--- src/rtl/bldcm_pkg.sv ---
// Shared constants for the six-step BLDC commutation core:
// phase stages, leg FSM encoding, gate bit order and the demand table.
package bldcm_pkg;

    localparam int         PHASE_COUNT = 6;
    localparam logic [2:0] PHASE_MAX   = 3'd5;

    localparam logic [1:0] LEG_OFF  = 2'd0;
    localparam logic [1:0] LEG_DEAD = 2'd1;
    localparam logic [1:0] LEG_ON_H = 2'd2;
    localparam logic [1:0] LEG_ON_L = 2'd3;

    localparam int GATE_UH = 0;
    localparam int GATE_UL = 1;
    localparam int GATE_VH = 2;
    localparam int GATE_VL = 3;
    localparam int GATE_WH = 4;
    localparam int GATE_WL = 5;

    function automatic logic [5:0] demand_of(input logic [2:0] phase);
        logic [5:0] d;
        d = '0;
        case (phase)
            3'd0: begin d[GATE_UH] = 1'b1; d[GATE_VL] = 1'b1; end
            3'd1: begin d[GATE_UH] = 1'b1; d[GATE_WL] = 1'b1; end
            3'd2: begin d[GATE_VH] = 1'b1; d[GATE_WL] = 1'b1; end
            3'd3: begin d[GATE_VH] = 1'b1; d[GATE_UL] = 1'b1; end
            3'd4: begin d[GATE_WH] = 1'b1; d[GATE_UL] = 1'b1; end
            3'd5: begin d[GATE_WH] = 1'b1; d[GATE_VL] = 1'b1; end
            default: d = '0;
        endcase
        return d;
    endfunction

endpackage

--- src/rtl/bldcm_deadtime_leg.sv ---
// One half-bridge leg: OFF/DEAD/ON_H/ON_L FSM with a dead-time counter
// and registered (pre-inversion) gate outputs.
module bldcm_deadtime_leg
    import bldcm_pkg::*;
#(
    parameter int pDeadWidth = 8
) (
    input  logic                  clk,
    input  logic                  rst,
    input  logic                  dem_h,
    input  logic                  dem_l,
    input  logic [pDeadWidth-1:0] dead_time,
    output logic                  gate_h,
    output logic                  gate_l
);

    logic [1:0]            state;
    logic [1:0]            nxt_state;
    logic [1:0]            arm_state;
    logic [pDeadWidth-1:0] cnt;
    logic [pDeadWidth-1:0] nxt_cnt;
    logic                  side;
    logic                  nxt_side;
    logic                  dem_any;

    assign dem_any = dem_h | dem_l;

    // A zero dead time skips DEAD so the gate follows the demand by one clock.
    assign arm_state = (dead_time == '0) ? (dem_l ? LEG_ON_L : LEG_ON_H)
                                         : LEG_DEAD;

    always_comb begin
        nxt_state = state;
        nxt_cnt   = cnt;
        nxt_side  = side;
        if (dem_h && dem_l) begin
            nxt_state = LEG_OFF;
        end else begin
            case (state)
                LEG_OFF: begin
                    if (dem_any) begin
                        nxt_state = arm_state;
                        nxt_side  = dem_l;
                        nxt_cnt   = dead_time;
                    end
                end
                LEG_DEAD: begin
                    if (!dem_any) begin
                        nxt_state = LEG_OFF;
                    end else if (dem_l != side) begin
                        nxt_state = arm_state;
                        nxt_side  = dem_l;
                        nxt_cnt   = dead_time;
                    end else if (cnt <= pDeadWidth'(1)) begin
                        nxt_state = side ? LEG_ON_L : LEG_ON_H;
                    end else begin
                        nxt_cnt = cnt - pDeadWidth'(1);
                    end
                end
                LEG_ON_H: begin
                    if (!dem_any) begin
                        nxt_state = LEG_OFF;
                    end else if (dem_l) begin
                        nxt_state = arm_state;
                        nxt_side  = 1'b1;
                        nxt_cnt   = dead_time;
                    end
                end
                LEG_ON_L: begin
                    if (!dem_any) begin
                        nxt_state = LEG_OFF;
                    end else if (dem_h) begin
                        nxt_state = arm_state;
                        nxt_side  = 1'b0;
                        nxt_cnt   = dead_time;
                    end
                end
                default: nxt_state = LEG_OFF;
            endcase
        end
    end

    always_ff @(posedge clk) begin
        if (rst) begin
            state  <= LEG_OFF;
            cnt    <= '0;
            side   <= 1'b0;
            gate_h <= 1'b0;
            gate_l <= 1'b0;
        end else begin
            state  <= nxt_state;
            cnt    <= nxt_cnt;
            side   <= nxt_side;
            gate_h <= (nxt_state == LEG_ON_H);
            gate_l <= (nxt_state == LEG_ON_L);
        end
    end

endmodule

--- src/rtl/bldcm_ramp_core.sv ---
// Six-step BLDC commutation core with divider ramp and per-leg dead time.
// Define MBLDCM_RAMP_EN to slew the divider; otherwise it tracks the target.
module bldcm_ramp_core
    import bldcm_pkg::*;
#(
    parameter int unsigned pDivWidth   = 32,
    parameter int unsigned pDeadWidth  = 8,
    parameter int unsigned pStartDiv   = 100000,
    parameter logic [5:0]  pInvertMask = 6'b000000
) (
    input  logic                  iClock,
    input  logic                  iReset,
    input  logic                  iEnable,
    input  logic                  iStop,
    input  logic                  iDirection,
    input  logic [pDivWidth-1:0]  iTargetDiv,
    input  logic [pDivWidth-1:0]  iRampStep,
    input  logic [pDeadWidth-1:0] iDeadTime,
    input  logic                  iPhaseLoad,
    input  logic [2:0]            iPhaseLoadValue,
    output logic [2:0]            oPhase,
    output logic [pDivWidth-1:0]  oCurDiv,
    output logic                  oRampDone,
    output logic                  oUh,
    output logic                  oUl,
    output logic                  oVh,
    output logic                  oVl,
    output logic                  oWh,
    output logic                  oWl
);

    localparam logic [pDivWidth-1:0] START_DIV = pDivWidth'(pStartDiv);

    logic [2:0]           phase;
    logic [2:0]           phase_step;
    logic [2:0]           load_phase;
    logic [pDivWidth-1:0] cnt;
    logic [pDivWidth-1:0] cur_div;
    logic [pDivWidth-1:0] tgt_eff;
    logic [pDivWidth-1:0] next_div;
    logic                 ramp_done;
    logic                 at_end;
    logic                 advance;
    logic [5:0]           dem;
    logic [5:0]           gate;

    assign tgt_eff    = (iTargetDiv == '0) ? pDivWidth'(1) : iTargetDiv;
    assign at_end     = cnt >= cur_div - pDivWidth'(1);
    assign advance    = !iPhaseLoad && !iStop && at_end;
    assign load_phase = (iPhaseLoadValue > PHASE_MAX) ? 3'd0 : iPhaseLoadValue;

    always_comb begin
        if (iDirection)
            phase_step = (phase == 3'd0) ? PHASE_MAX : phase - 3'd1;
        else
            phase_step = (phase == PHASE_MAX) ? 3'd0 : phase + 3'd1;
    end

`ifdef MBLDCM_RAMP_EN
    logic [pDivWidth:0] cur_x;
    logic [pDivWidth:0] tgt_x;
    logic [pDivWidth:0] step_x;

    assign cur_x  = {1'b0, cur_div};
    assign tgt_x  = {1'b0, tgt_eff};
    assign step_x = {1'b0, iRampStep};

    // Extra bit keeps the step comparisons free of wrap-around.
    always_comb begin
        next_div = cur_div;
        if (advance) begin
            if (cur_x > tgt_x) begin
                if (step_x >= cur_x - tgt_x)
                    next_div = tgt_eff;
                else
                    next_div = cur_div - iRampStep;
            end else if (cur_x < tgt_x) begin
                if (step_x >= tgt_x - cur_x)
                    next_div = tgt_eff;
                else
                    next_div = cur_div + iRampStep;
            end
        end
    end
`else
    logic unused_step;
    assign unused_step = ^iRampStep;
    assign next_div    = tgt_eff;
`endif

    always_ff @(posedge iClock) begin
        if (iReset) begin
            phase     <= 3'd0;
            cnt       <= '0;
            cur_div   <= START_DIV;
            ramp_done <= 1'b0;
        end else begin
            cur_div   <= next_div;
            ramp_done <= (next_div == tgt_eff);
            if (iPhaseLoad) begin
                phase <= load_phase;
                cnt   <= '0;
            end else if (iStop) begin
                cnt <= '0;
            end else if (at_end) begin
                cnt   <= '0;
                phase <= phase_step;
            end else begin
                cnt <= cnt + pDivWidth'(1);
            end
        end
    end

    assign dem = iEnable ? demand_of(phase) : 6'b000000;

    bldcm_deadtime_leg #(.pDeadWidth(pDeadWidth)) u_leg (
        .clk(iClock), .rst(iReset),
        .dem_h(dem[GATE_UH]), .dem_l(dem[GATE_UL]),
        .dead_time(iDeadTime),
        .gate_h(gate[GATE_UH]), .gate_l(gate[GATE_UL])
    );

    bldcm_deadtime_leg #(.pDeadWidth(pDeadWidth)) v_leg (
        .clk(iClock), .rst(iReset),
        .dem_h(dem[GATE_VH]), .dem_l(dem[GATE_VL]),
        .dead_time(iDeadTime),
        .gate_h(gate[GATE_VH]), .gate_l(gate[GATE_VL])
    );

    bldcm_deadtime_leg #(.pDeadWidth(pDeadWidth)) w_leg (
        .clk(iClock), .rst(iReset),
        .dem_h(dem[GATE_WH]), .dem_l(dem[GATE_WL]),
        .dead_time(iDeadTime),
        .gate_h(gate[GATE_WH]), .gate_l(gate[GATE_WL])
    );

    assign oPhase    = phase;
    assign oCurDiv   = cur_div;
    assign oRampDone = ramp_done;
    assign oUh = gate[GATE_UH] ^ pInvertMask[GATE_UH];
    assign oUl = gate[GATE_UL] ^ pInvertMask[GATE_UL];
    assign oVh = gate[GATE_VH] ^ pInvertMask[GATE_VH];
    assign oVl = gate[GATE_VL] ^ pInvertMask[GATE_VL];
    assign oWh = gate[GATE_WH] ^ pInvertMask[GATE_WH];
    assign oWl = gate[GATE_WL] ^ pInvertMask[GATE_WL];

endmodule
--- config.mk ---
export PLATFORM = sky130hd
export DESIGN_NAME = bldcm_ramp_core
export DESIGN_NICKNAME = d
export VERILOG_FILES = /design/src/rtl/bldcm_pkg.sv /design/src/rtl/bldcm_deadtime_leg.sv /design/src/rtl/bldcm_ramp_core.sv
export SDC_FILE = /design/constraint.sdc
export NUM_CORES = 1
export LEC_CHECK = 0
export CAP_MARGIN = 20
export CELL_PAD_IN_SITES_DETAIL_PLACEMENT = 1
export CELL_PAD_IN_SITES_GLOBAL_PLACEMENT = 1
export CORE_MARGIN = 4
export CORE_UTILIZATION = 35
export DETAILED_ROUTE_END_ITERATION = 12
export PLACE_DENSITY_LB_ADDON = 0.1
export SYNTH_ARGS = -nofsm -noshare
export SYNTH_HDL_FRONTEND = slang
export SYNTH_SLANG_ARGS = --single-unit
--- constraint.sdc ---
create_clock -name iClock -period 3.3 [get_ports iClock]
set_input_delay 0.33 -clock iClock [delete_from_list [all_inputs] [get_ports iClock]]
set_output_delay 0.33 -clock iClock [all_outputs]
set_load 0.02 [all_outputs]
==> results.cfg <==
[setup_path]
crit_top_cell = or4_4
worstPathMaxFanout = 19
worstPathArrival_ns = 4.11
cpPeakStageDelay_ns = 0.53
end_kind = register
path_cells = or4_4 -> or3_4 -> or4_4 -> nand2b_4 -> nor2_2 -> xnor2_1 -> ha_1 -> and3_1 -> o21ai_2 -> o311ai_4 -> nor4_4 -> nand2_2 -> buf_12 -> nor2_1
critical_path_class = reg -> reg
r2r-start = oCurDiv[10]$_SDFF_PP1_
cp.required_ns = 3.58
crit_path_start_kind = register
cp-startpoint = oCurDiv[10]$_SDFF_PP1_
critPathSlowestCell = or4_4

[grt]
antenna_found_initial = 0
grt_usage = 0.209
grt_pass1_wl_mm = 34.7
grt_pass1_vias = 6821
grt_max_degree = 29
overflow = 0

[die]
die_w_microns = 144
dieHeight_microns = 144
dieArea_sq_mm = 0.0209
core_sq_mm = 0.0181
rows = 49
initial_core_util = 0.359
ios = 123

[power_and_ir_drop]
ir_worst_vdd_uv = 273
p_total_mw = 3.31
leakage_nw = 3.21
power.density_mw_per_mm2 = 388

[placement]
place_ws_ns = -0.628
place_area_sq_mm = 0.00810
dp_hpwl_mm = 17.0
place.gp.congestion = 0.824
place.port_buffers = 90

[timing]
maxSlewHeadroom = 0.406
rsz0062_at_grt = yes
hold_viol = 0
skew_ns = 0.0105
timing.fmax_mhz = 261
timing.final.crit_period_ns = 3.83
worst_pin_slew_ns = 0.889
setup_violations = 35
setup_tns_ns = -17.46
period_share = 1.16
setup_slack_ns = -0.528
report.final.slew_viol_count = 0

[drt]
routed_wl_mm = 21.8
drc_errors = 0
drt_iter0_markers = 344
vias = 6445
wl_per_cell_microns = 18.6
vias_per_cell = 5.50
first_pass_iters = 4
ant_nets = 0

[synthesis]
ys_ff_latch = 107
synth_fp_nets = 921
ys_types = 69
yosys_warnings = 0
synth-async-reset-ratio = 0
synth.avg_cell_area_sq_um = 8.18
synth_top_area_cell = dfxtp_1
synth_area_sq_mm = 0.00652
synthTopCellsByArea = dfxtp_1 33%, ha_1 8.3%, nor2_1 5.5%
synth_ff_type = dfxtp_1
synthCells = 797
synth_edf_count = 0
synth.top_cell.area_share = 0.329
seq_area_frac_synth = 0.329

[clock_network]
hold_buffers = 0
clk-insertion-delay-late_ns = 0.36
cts_made_buffers = 9
h-tree-depth = 3
cts.sinks = 107
cts_tree = yes
cts_root_buf = clkbuf_16
clock_path_buffers = 2
clkTransAtPathRegs_ns = 0.08

[status]
outcome = finished, violations left
violations = negative setup slack

[cells_and_area]
fin_area_sq_mm = 0.00854
drive_gt1_frac = 0.145
num-fill-cells = 2190
utilization = 0.470
syn_to_final_growth_pct = 31.0
antenna_cells = 0
nets = 1061

[worst_hold_path]
hp-class = reg -> reg
hold_start = u_leg.cnt[6]$_SDFFE_PP0P_

[flow_run]
maxCapViolations = 0
## path summary, 6_finish.rpt
| check | slack (ns) | cells past startpoint | to |
|---|---|---|---|
| worst max-delay path | -0.53 | 14 | cnt[8]$_SDFF_PP0_ |
| worst min-delay path | 0.49 | 2 | u_leg.cnt[6]$_SDFFE_PP0P_ |
| worst max register to register | -0.53 | 14 | cnt[8]$_SDFF_PP0_ |
| worst min register to register | 0.49 | 2 | u_leg.cnt[6]$_SDFFE_PP0P_ |
## stage by stage
stage                     cells  hold WS, ns
after floorplan             797        0.436
after global placement     1151        0.463
after detailed placement   1151        0.479
after CTS                  1170        0.492
after global routing       1171        0.533
final                      1171        0.488
## cell usage in the layout (no fill, tap or decap), types with 4 or more instances in the layout
master and count:
a21oi_1 43, and2_1 33, nand2_1 55, clkbuf_16 9, nor4_1 22, dfxtp_1 104
a31oi_1 8, nand4_1 14, o211ai_1 5, or3_1 10, a211oi_1 9, mux2i_1 8
nor2_1 89, o21ai_0 34, nor3_1 24, nor2_2 5, or4_1 8, inv_1 22
xor2_1 24, nand3b_1 4, and3_1 6, nor2b_1 14, buf_4 68, or2_2 13
a21o_1 13, ha_1 43, nand2b_1 12, nor4_4 4, xnor2_1 40, nor3b_1 6
nand3_1 18, clkdlybuf4s50_1 90
## cell type report
class                           count  area, sq um  area share
Timing Repair Buffer              160         1440       0.169
Sequential cell                   107         2150       0.252
Tap cell                          229          287      0.0336
Clock buffer                       10          239      0.0280
Clock inverter                      6         50.0     0.00586
Multi-Input combinational cell    636         4280       0.502
Inverter                           23         86.3      0.0101
## report_power, final
part / switching (mW) / leakage (nW) / internal, mW
Combinational: 0.459 / 2.20 / 0.370
Clock: 0.522 / 0.135 / 0.540
Sequential: 0.0643 / 0.876 / 1.35
## cells in the mapped netlist (all sizes together), types with 3 or more instances
cell type	n
dfxtp	107
nor2	95
nand2	57
a21oi	44
ha	43
xnor2	40
o21ai	36
and2	33
clkbuf	27
nor3	27
nor4	27
xor2	24
inv	22
nand3	18
nand4	14
nor2b	14
or2	14
a21o	13
nand2b	13
or3	11
or4	10
a211oi	9
a31oi	8
mux2i	8
and3	7
nor3b	6
o211ai	5
buf	4
nand3b	4
o21a	4
and4	3
o22ai	3
o311ai	3
o31a	3
or3b	3
## routing by layer
metal  up-vias  global-route usage  wire length, microns
li1       3132                   -                     -
met1      3168               0.237                  8920
met2       109               0.390                 11700
met3        36              0.0423                   685
met4         0              0.0668                   515
met5         -                   0                     0
## state kept, by name, indices dropped and copies added, names as in the netlist
register,cells
w_leg.cnt,8
u_leg.state,2
u_leg.cnt,8
oCurDiv,32
w_leg.gate_l,1
u_leg.gate_h,1
u_leg.gate_l,1
v_leg.state,2
v_leg.side,1
w_leg.gate_h,1
w_leg.state,2
cnt,32
u_leg.side,1
v_leg.gate_h,1
v_leg.gate_l,1
v_leg.cnt,8
oRampDone,1
oPhase,3
w_leg.side,1
## worst max-delay path: cells and delay by family (launching register included)
kind	cells	cell delay, ns
fa+ha+maj	1	0.29
compound gates	2	0.32
buf+inv	1	0.19
xor+xnor	1	0.14
simple gates	9	2.44
flops	1	0.35
## what timing repair did
action | in CTS | in global routing
buffers inserted | 2 | 2
endpoints found under the setup margin | 35 | 35
gates resized for setup | 18 | 11
pin swaps | 9 | 6
cloned | 1 | 0
## kinds of logic after synthesis
| logic type | Yosys count | share of synthesized area |
|---|---|---|
| fa+ha+maj | 43 | 0.0826 |
| buf+inv | 54 | 0.0328 |
| compound gates | 159 | 0.160 |
| flops | 107 | 0.329 |
| xor+xnor | 64 | 0.0860 |
| mux | 10 | 0.0157 |
| simple gates | 360 | 0.294 |
Note: power is estimated with default switching activity, not from simulation.
